===== src/rtl/aes_ctrl_pkg.sv =====
// Shared types and constants for the AES round controller.
package aes_ctrl_pkg;

  typedef enum logic [1:0] {
    ST_IDLE       = 2'd0,
    ST_INIT_ROUND = 2'd1,
    ST_MID_ROUND  = 2'd2,
    ST_LAST_ROUND = 2'd3
  } aes_ctrl_state_e;

  typedef enum logic [1:0] {
    KEY_LEN_128  = 2'd0,
    KEY_LEN_192  = 2'd1,
    KEY_LEN_256  = 2'd2,
    KEY_LEN_RSVD = 2'd3
  } aes_key_len_e;

  localparam logic [3:0] NR_128 = 4'd10;
  localparam logic [3:0] NR_192 = 4'd12;
  localparam logic [3:0] NR_256 = 4'd14;

  // Number of rounds for a key length; the reserved code behaves as AES-128.
  function automatic logic [3:0] nr_of(input aes_key_len_e key_len);
    logic [3:0] nr;
    case (key_len)
      KEY_LEN_192: nr = NR_192;
      KEY_LEN_256: nr = NR_256;
      default:     nr = NR_128;
    endcase
    return nr;
  endfunction

endpackage


===== src/rtl/aes_round_cycle_ctr.sv =====
// Per-round cycle counter: loads/decrements cyc, captures key_valid into
// key_ok, and produces the round-advance and key-wait stall strobes.
module aes_round_cycle_ctr
  import aes_ctrl_pkg::*;
#(
  parameter int unsigned ROUND_CYCLES = 3
) (
  input  logic clk,
  input  logic rst,
  input  logic load,
  input  logic clr,
  input  logic active,
  input  logic key_valid,
  output logic first_cyc,
  output logic round_adv,
  output logic stall
);

  localparam int unsigned CYC_W = (ROUND_CYCLES > 2) ? $clog2(ROUND_CYCLES) : 1;
  localparam logic [CYC_W-1:0] CYC_MAX = CYC_W'(ROUND_CYCLES - 1);

  logic [CYC_W-1:0] cyc_q, cyc_d;
  logic             key_ok_q, key_ok_d;
  logic             have_key;
  logic             at_end;

  assign have_key  = key_ok_q | key_valid;
  assign at_end    = active && !clr && (cyc_q == '0);
  assign first_cyc = active && (cyc_q == CYC_MAX);
  assign round_adv = at_end && have_key;
  assign stall     = at_end && !have_key;

  // Next cycle count and key capture; abort clears, start loads.
  always_comb begin
    cyc_d    = cyc_q;
    key_ok_d = key_ok_q;
    if (clr) begin
      cyc_d    = '0;
      key_ok_d = 1'b0;
    end else if (load) begin
      cyc_d    = CYC_MAX;
      key_ok_d = 1'b0;
    end else if (active) begin
      if (round_adv) begin
        cyc_d    = CYC_MAX;
        key_ok_d = 1'b0;
      end else if (cyc_q != '0) begin
        cyc_d    = cyc_q - CYC_W'(1);
        key_ok_d = key_ok_q | key_valid;
      end
    end
  end

  // Counter registers.
  always_ff @(posedge clk or posedge rst) begin
    if (rst) begin
      cyc_q    <= '0;
      key_ok_q <= 1'b0;
    end else begin
      cyc_q    <= cyc_d;
      key_ok_q <= key_ok_d;
    end
  end

endmodule


===== src/rtl/aes_round_ctrl.sv =====
// AES round-sequencing FSM (AES-128/192/256, encrypt/decrypt) with per-round
// key handshake and abort. Optional macro AES_CTRL_STALL_CNT_EN adds the
// saturating stall_cycles counter and port.
module aes_round_ctrl
  import aes_ctrl_pkg::*;
#(
  parameter int unsigned ROUND_CYCLES = 3,
  parameter int unsigned STALL_CNT_W  = 16
) (
  input  logic       clk,
  input  logic       reset,
  input  logic       start,
  input  logic       dir,
  input  logic [1:0] key_len,
  input  logic       abort,
  input  logic       key_valid,
  output logic       req_key,
  output logic [3:0] key_idx,
  output logic       mux_sel,
  output logic       mix_en,
  output logic       busy,
  output logic       done
`ifdef AES_CTRL_STALL_CNT_EN
  ,
  output logic [STALL_CNT_W-1:0] stall_cycles
`endif
);

  if (ROUND_CYCLES < 2 || ROUND_CYCLES > 8) begin : g_bad_round_cycles
    $error("ROUND_CYCLES must be within 2..8");
  end
  if (STALL_CNT_W < 1) begin : g_bad_stall_w
    $error("STALL_CNT_W must be at least 1");
  end

  aes_ctrl_state_e state_q, state_d;
  aes_key_len_e    klen_q, klen_d;
  logic            dir_q, dir_d;
  logic [3:0]      key_idx_q, key_idx_d;
  logic [3:0]      nr;
  logic            accept, clr, first_cyc, round_adv, stall;

  assign busy   = (state_q != ST_IDLE);
  assign accept = (state_q == ST_IDLE) && start;
  assign clr    = busy && abort;
  assign nr     = nr_of(klen_q);

  aes_round_cycle_ctr #(
    .ROUND_CYCLES(ROUND_CYCLES)
  ) u_cyc (
    .clk      (clk),
    .rst      (reset),
    .load     (accept),
    .clr      (clr),
    .active   (busy),
    .key_valid(key_valid),
    .first_cyc(first_cyc),
    .round_adv(round_adv),
    .stall    (stall)
  );

  // Next-state, operand latching and key index stepping.
  always_comb begin
    state_d   = state_q;
    klen_d    = klen_q;
    dir_d     = dir_q;
    key_idx_d = key_idx_q;
    case (state_q)
      ST_IDLE: begin
        if (start) begin
          state_d   = ST_INIT_ROUND;
          dir_d     = dir;
          klen_d    = aes_key_len_e'(key_len);
          key_idx_d = dir ? nr_of(aes_key_len_e'(key_len)) : 4'd0;
        end
      end
      ST_INIT_ROUND: if (round_adv) state_d = ST_MID_ROUND;
      // The completed round equals key_idx (encrypt) or Nr-key_idx (decrypt),
      // so the final middle round is recognised from key_idx directly.
      ST_MID_ROUND: begin
        if (round_adv) begin
          if (dir_q ? (key_idx_q == 4'd1) : (key_idx_q == nr - 4'd1))
            state_d = ST_LAST_ROUND;
        end
      end
      ST_LAST_ROUND: if (round_adv) state_d = ST_IDLE;
      default: state_d = ST_IDLE;
    endcase
    if (busy && round_adv) begin
      if (dir_q) begin
        if (key_idx_q != 4'd0) key_idx_d = key_idx_q - 4'd1;
      end else begin
        if (key_idx_q != 4'd15) key_idx_d = key_idx_q + 4'd1;
      end
    end
    if (clr) begin
      state_d   = ST_IDLE;
      key_idx_d = '0;
    end
  end

  // FSM and operand registers.
  always_ff @(posedge clk or posedge reset) begin
    if (reset) begin
      state_q   <= ST_IDLE;
      klen_q    <= KEY_LEN_128;
      dir_q     <= 1'b0;
      key_idx_q <= '0;
    end else begin
      state_q   <= state_d;
      klen_q    <= klen_d;
      dir_q     <= dir_d;
      key_idx_q <= key_idx_d;
    end
  end

  // Datapath and handshake outputs decoded from state.
  always_comb begin
    req_key = first_cyc;
    key_idx = key_idx_q;
    mux_sel = (state_q == ST_MID_ROUND) || (state_q == ST_LAST_ROUND);
    mix_en  = (state_q == ST_MID_ROUND);
    done    = (state_q == ST_LAST_ROUND) && round_adv;
  end

`ifdef AES_CTRL_STALL_CNT_EN
  logic [STALL_CNT_W-1:0] stall_cnt_q, stall_cnt_d;

  // Key-wait stall counter, saturating, cleared on start accept.
  always_comb begin
    stall_cnt_d = stall_cnt_q;
    if (accept)
      stall_cnt_d = '0;
    else if (stall && (stall_cnt_q != '1))
      stall_cnt_d = stall_cnt_q + STALL_CNT_W'(1);
  end

  // Stall counter register.
  always_ff @(posedge clk or posedge reset) begin
    if (reset) stall_cnt_q <= '0;
    else       stall_cnt_q <= stall_cnt_d;
  end

  assign stall_cycles = stall_cnt_q;
`endif

endmodule


===== config.mk =====
export PLATFORM = sky130hd
export DESIGN_NAME = aes_round_ctrl
export DESIGN_NICKNAME = d
export VERILOG_FILES = /design/src/rtl/aes_ctrl_pkg.sv /design/src/rtl/aes_round_cycle_ctr.sv /design/src/rtl/aes_round_ctrl.sv
export SDC_FILE = /design/constraint.sdc
export NUM_CORES = 1
export LEC_CHECK = 0
export CAP_MARGIN = 40
export CORE_MARGIN = 3
export CORE_UTILIZATION = 54
export CTS_CLUSTER_DIAMETER = 80
export DETAILED_ROUTE_END_ITERATION = 10
export GPL_TIMING_DRIVEN = 1
export PLACE_DENSITY_LB_ADDON = 0.15
export SLEW_MARGIN = 10
export SYNTH_ARGS = -nofsm -noshare
export SYNTH_HDL_FRONTEND = slang
export SYNTH_SLANG_ARGS = --single-unit

===== constraint.sdc =====
create_clock -name clk -period 2.05 [get_ports clk]
set_input_delay 0.205 -clock clk [delete_from_list [all_inputs] [get_ports clk]]
set_output_delay 0.205 -clock clk [all_outputs]
set_load 0.02 [all_outputs]

==> impl_metrics.tcl, run 1 <==
set metrics [dict create \
    outcome "completed" \
    htreeDepth 1 \
    grtUsageTotal 0.218 \
    p_int_uw 1130 \
    comb_power_share 0.660 \
    drtPass1Iterations 4 \
    worst_ir_drop_vdd_mv 1.03 \
    drt_iter0_drc 11 \
    via_count 1053 \
    syn_area_per_cell_um2 8.93 \
    clockPowerShare 0.095 \
    powerDensity_nw_per_um2 1510 \
    async_flop_share 1.00 \
    crit_arrival_ns 1.79 \
    gp_congestion 0.877 \
    first_global_vias 1012 \
    grt_start_max_net_pins 15 \
    final_util 0.702 \
    worstSkewPairLatency_ns 0.28 \
    worstPathMaxFanout 6 \
    synth-edff-count 0 \
    maxSlewViolCount 0 \
    synth_area_leaders "dfrtp_1, ha_1, inv_1" \
    crit_start "state_q[0]$_DFFE_PP0P_" \
    path_clk_slew_ns 0.09 \
    grt_first_pass_wirelength_um 4460 \
    maxCapViolCount 0 \
    multi_input_area_um2 808 \
    final.min_clock_period_ns 2.00 \
    critPathLaunchType "flip-flop" \
    cts_tree "built" \
    place_worst_setup_slack_ns 0.143 \
    synth_most_common_cell "inv_1" \
    antenna_found_initial 0 \
    layout_setup_ws_ns 0.0534 \
    rows 16 \
    r2r-start "u_cyc.cyc_q[0]$_DFFE_PP0P_" \
    ant_nets 0 \
    clockBufferDepth 2 \
    viasPerCell 5.95 \
    yosysTopAreaCell "dfrtp_1" \
    syn_nets 153 \
    wire_per_inst_um 15.7 \
    wl_um 2780 \
    ys_warn_count 0 \
    die-area_um2 2780 \
    ff_latch_area_um2 300 \
    synthFlopType "dfrtp_1" \
    fmax_mhz 501 \
    dp_hpwl_um 2120 \
    power.switching_uw 1010 \
    postCtsHoldBufs 0 \
    cts-buffers-inserted 3 \
    clock-sinks 12 \
    fill_cells 171 \
    synth.top_cells.by_count "inv_1, ha_1, dfrtp_1" \
    relSlewSlack 0.654 \
    fin_nets 172 \
    overflow 0 \
    portBuffers 16 \
    post-cts-setup-buffers 0 \
    worstSetupEndpointType "output port" \
    area_growth_pct 20.4 \
    hold_viol_final 0 \
    syn_area_um2 1180 \
    fin_worst_skew_ns 0.000612 \
    ys_ff_latch 12 \
    fp.coreArea_um2 2020 \
    layout-drive-gt1-share 0.147 \
    setup_viol 0 \
    root_buffer "clkbuf_4" \
    switching_share 0.473 \
    seq_power_share 0.245 \
    p_leak_uw 0.000653 \
    hp-class "input port to asynchronous set/reset pin" \
    diodes 0 \
    synth.top_cell.area_share 0.255 \
    finalCritPeriodShare 0.974 \
    drc_errors 0 \
    path_class "flip-flop to output port" \
    chipHeight_um 52.7 \
    ys_types 50 \
    cp.required_ns 1.85 \
    syn_inst 132 \
    start_util 0.583 \
    die_w_um 52.7 \
    seq_area_frac_synth 0.255 \
    ioPinCount 17 \
    worstMarginPinSlew_ns 0.519 \
]
==> area by class of cell <==
| type | count | share of cell area |
|---|---|---|
| repair buffers | 20 | 0.132 |
| clock buffers | 4 | 0.0256 |
| inverters | 14 | 0.0370 |
| multi-input cells | 100 | 0.570 |
| well taps | 27 | 0.0238 |
| flip-flops and latches | 12 | 0.212 |
==> worst max-delay path: stages (launching register included) <==
cell and delay [ns]:
dfrtp_1 0.41, inv_1 0.18, ha_1 0.28, clkdlybuf4s50_1 0.63
==> state kept, by name (all words and copies together) (netlist names) <==
| register | count |
|---|---|
| u_cyc.cyc_q | 2 |
| klen_q | 2 |
| dir_q | 1 |
| u_cyc.key_ok_q | 1 |
| key_idx | 4 |
| state_q | 2 |
==> placed cells by master, fill, tap and decap left out, types with 2 or more instances in the layout <==
| master | count |
|---|---|
| o211ai_1 | 3 |
| dlygate4sd2_1 | 2 |
| xnor2_1 | 3 |
| o21ai_0 | 7 |
| a32oi_1 | 2 |
| and3_1 | 3 |
| nor3_1 | 2 |
| inv_1 | 14 |
| buf_4 | 4 |
| nor2b_1 | 3 |
| clkbuf_4 | 3 |
| nor2_1 | 8 |
| dfrtp_1 | 12 |
| a21o_1 | 5 |
| a31o_1 | 2 |
| clkdlybuf4s50_1 | 14 |
| mux2_2 | 2 |
| ha_1 | 11 |
| o32ai_1 | 2 |
| nand2b_1 | 2 |
| a21oi_1 | 5 |
| nand2_1 | 9 |
==> routing by layer <==
layer	GRT usage	vias up	wire (µm)
met1	0.269	510	1290
met2	0.366	22	1340
met5	0	-	0
met4	0.106	0	59
met3	0.0313	8	91
li1	-	513	-
==> power by group through the flow <==
stage	sequential, µW	clock [µW]	combinational [µW]
floorplan	470	0	1030
global placement	515	0	1320
detailed placement	527	0	1370
CTS	521	207	1380
global route	548	215	1550
finish	525	202	1410
==> logic make-up (layout without fill, tap and decap cells) <==
family / after synthesis / in the layout / synth area share
adders and majority gates: 13 / 13 / 0.138
buffers and inverters: 20 / 38 / 0.0722
xor gates and xnor gates: 3 / 3 / 0.0223
and+or+nand+nor: 42 / 42 / 0.231
muxes: 4 / 4 / 0.0372
DFF: 12 / 12 / 0.255
AOI/OAI and AO/OA: 38 / 38 / 0.244
==> stage by stage <==
stage | area [µm²] | hold WS (ns) | power, µW | instances | TNS (ns)
after CTS | 1410 | 0.253 | 2110 | 177 | 0
after global routing | 1420 | 0.267 | 2320 | 177 | -0.00820
final | 1420 | 0.247 | 2140 | 177 | 0
after floorplan | 1180 | 0.0697 | 1500 | 132 | 0
after global placement | 1370 | 0.501 | 1840 | 173 | 0
after detailed placement | 1370 | 0.511 | 1900 | 173 | 0
==> final timing paths <==
path,to,slack (ns),depth (start not counted)
min in group clk,klen_q[1]$_DFFE_PP0P_,0.51,3
min reg2reg,klen_q[1]$_DFFE_PP0P_,0.53,2
max reg2reg,state_q[0]$_DFFE_PP0P_,0.23,6
max in group asynchronous,key_idx[2]$_DFF_PP0_,1.46,2
max,mix_en,0.05,3
min,state_q[1]$_DFFE_PP0P_,0.25,2
==> what timing repair did <==
item                                    CTS  global route
endpoints found under the setup margin    4             2
hold endpoints to repair                  0             0
gates resized for setup                   4             1
Note: power is estimated with default switching activity, not from simulation.
==> run 2, diff against run 1 <==
- TNS_END_PERCENT: default -> 1
==> results of run 2 <==
No change in the layout: final DEF, timing and power equal those of run 1.
==> run 3, diff against run 2 <==
- clock period: 2.05 -> 2.2 ns (I/O delays scaled with it)
==> run 3 against run 2 <==
Compared with the run above: first-iteration DRC count rose by 91%; clock skew rose by 0.0075 ns; via count down 0.47%; sequential share of layout area grew 0.25 points; clock power shrank 9%; register-to-register slack gained 0.12 ns; global-route usage down 2.3 points; worst setup slack improved by 0.062 ns; combinational power fell by 11%; critical path type unchanged; clock-buffer cell count unchanged; final area decreased by 1.1%; critical path depth up 1.
==> impl_metrics.tcl, run 3 (same netlist as run 1, synthesis figures left out) <==
set metrics [dict create \
    outcome "completed" \
    area_growth_pct 19.0 \
    path_class "flip-flop to output port" \
    drt_iter0_drc 21 \
    crit_arrival_ns 1.86 \
    root_buffer "clkbuf_4" \
    cts_tree "built" \
    wl_um 2580 \
    hold_viol_final 0 \
    clockPowerShare 0.096 \
    cts-buffers-inserted 3 \
    fin_worst_skew_ns 0.00814 \
    worst_ir_drop_vdd_mv 0.809 \
    seq_power_share 0.255 \
    grt_start_max_net_pins 15 \
    diodes 0 \
    viasPerCell 5.95 \
    r2r_slack_ns 0.35 \
    dp_hpwl_um 1960 \
    postCtsHoldBufs 0 \
    ant_nets 0 \
    fmax_mhz 480 \
    switching_share 0.474 \
    setup_tns_ns 0 \
    postPlaceCellArea_um2 1360 \
    multi_input_area_um2 793 \
    final_cell_mix "inv_1, ha_1, clkdlybuf4s50_1" \
    grt_first_pass_wirelength_um 4020 \
    setup_viol 0 \
    finalCritPeriodShare 0.948 \
    path_clk_slew_ns 0.09 \
    comb_power_share 0.649 \
    final_common_cell "inv_1" \
    r2r-start "state_q[0]$_DFFE_PP0P_" \
    maxCapViolCount 0 \
    worstSetupEndpointType "output port" \
    power.switching_uw 911 \
    clock-sinks 12 \
    final.min_clock_period_ns 2.08 \
    powerDensity_nw_per_um2 1370 \
    rsz0062_at_grt "no" \
    post-cts-setup-buffers 0 \
    worstMarginPinSlew_ns 0.486 \
    ioPinCount 17 \
    htreeDepth 1 \
    p_leak_uw 0.000667 \
    p_int_uw 1010 \
    rr_worst_depth 6 \
    gp_congestion 0.841 \
    drc_errors 0 \
    stdcell_area_um2 1400 \
    cp.required_ns 1.98 \
    final_cells 176 \
    via_count 1048 \
    antenna_found_initial 0 \
    grtUsageTotal 0.195 \
    overflow 0 \
    die-area_um2 2780 \
    portBuffers 16 \
    hp-class "input port to asynchronous set/reset pin" \
    wire_per_inst_um 14.7 \
    drtPass1Iterations 4 \
    maxSlewViolCount 0 \
    worstPathMaxFanout 6 \
    worstSkewPairLatency_ns 0.28 \
    first_global_vias 898 \
    ff_latch_area_um2 300 \
    chipHeight_um 52.7 \
    fin_nets 171 \
    relSlewSlack 0.676 \
    fill_cells 157 \
    fp.coreArea_um2 2020 \
    power_uw 1920 \
    critPathLaunchType "flip-flop" \
    dp_cells 172 \
    layout-drive-gt1-share 0.128 \
    r2r-end "state_q[0]$_DFFE_PP0P_" \
    start_util 0.583 \
    die_w_um 52.7 \
    largest_reg_flops 4 \
    rows 16 \
    clockBufferDepth 2 \
]
## run 3: final cells by class
| cell class | instances | share of cell area |
|---|---|---|
| sequential | 12 | 0.214 |
| inverter | 14 | 0.0375 |
| multi-input combinational | 100 | 0.566 |
| tap | 27 | 0.0241 |
| timing repair buffer | 19 | 0.133 |
| clock buffer | 4 | 0.0259 |
## run 3: how the worst max path moves through the flow
stage	from	end	slack, ns	cells past startpoint
after global placement	key_valid	done	0.30	4
after CTS	state_q[0]$_DFFE_PP0P_	busy	0.05	5
final	state_q[0]$_DFFE_PP0P_	mux_sel	0.12	4
after floorplan	key_idx[1]$_DFF_PP0_	key_idx[0]$_DFF_PP0_	0.43	7
after detailed placement	key_valid	done	0.28	4
after global routing	state_q[0]$_DFFE_PP0P_	mux_sel	0.04	4
## run 3: repair_timing
action                                  4_1_cts  5_1_grt
endpoints found under the setup margin        1        2
resized for setup                             1        2
gates cloned                                  0        0
## run 3: stage by stage
| stage | util | hold WS, ns | setup WS (ns) |
|---|---|---|---|
| detailed placement | 0.674 | 0.534 | 0.277 |
| global route | 0.694 | 0.295 | 0.0437 |
| global placement | 0.674 | 0.504 | 0.304 |
| finish | 0.694 | 0.260 | 0.115 |
| CTS | 0.691 | 0.278 | 0.0481 |
| floorplan | - | 0.0847 | 0.428 |
## run 3: power by group through the flow
stage          logic, µW  clock network, µW  registers (µW)
6_report            1250                184             491
5_1_grt             1370                193             512
4_1_cts             1260                186             489
3_5_place_dp        1250                  0             491
3_3_place_gp        1220                  0             480
2_1_floorplan        963                  0             438
## run 3: layer usage
layer	GRT usage	part of all wire	vias to the layer above
met1	0.273	0.48	513
met3	0.0513	0.046	0
met5	0	0	-
met2	0.308	0.47	24
met4	0.0255	0	0
li1	-	-	511
## run 3: worst max-delay path, cell delays in order (launching register included)
cell and delay, ns:
dfrtp_1 0.39, inv_1 0.10, ha_1 0.28, or2_2 0.29, clkdlybuf4s50_1 0.53
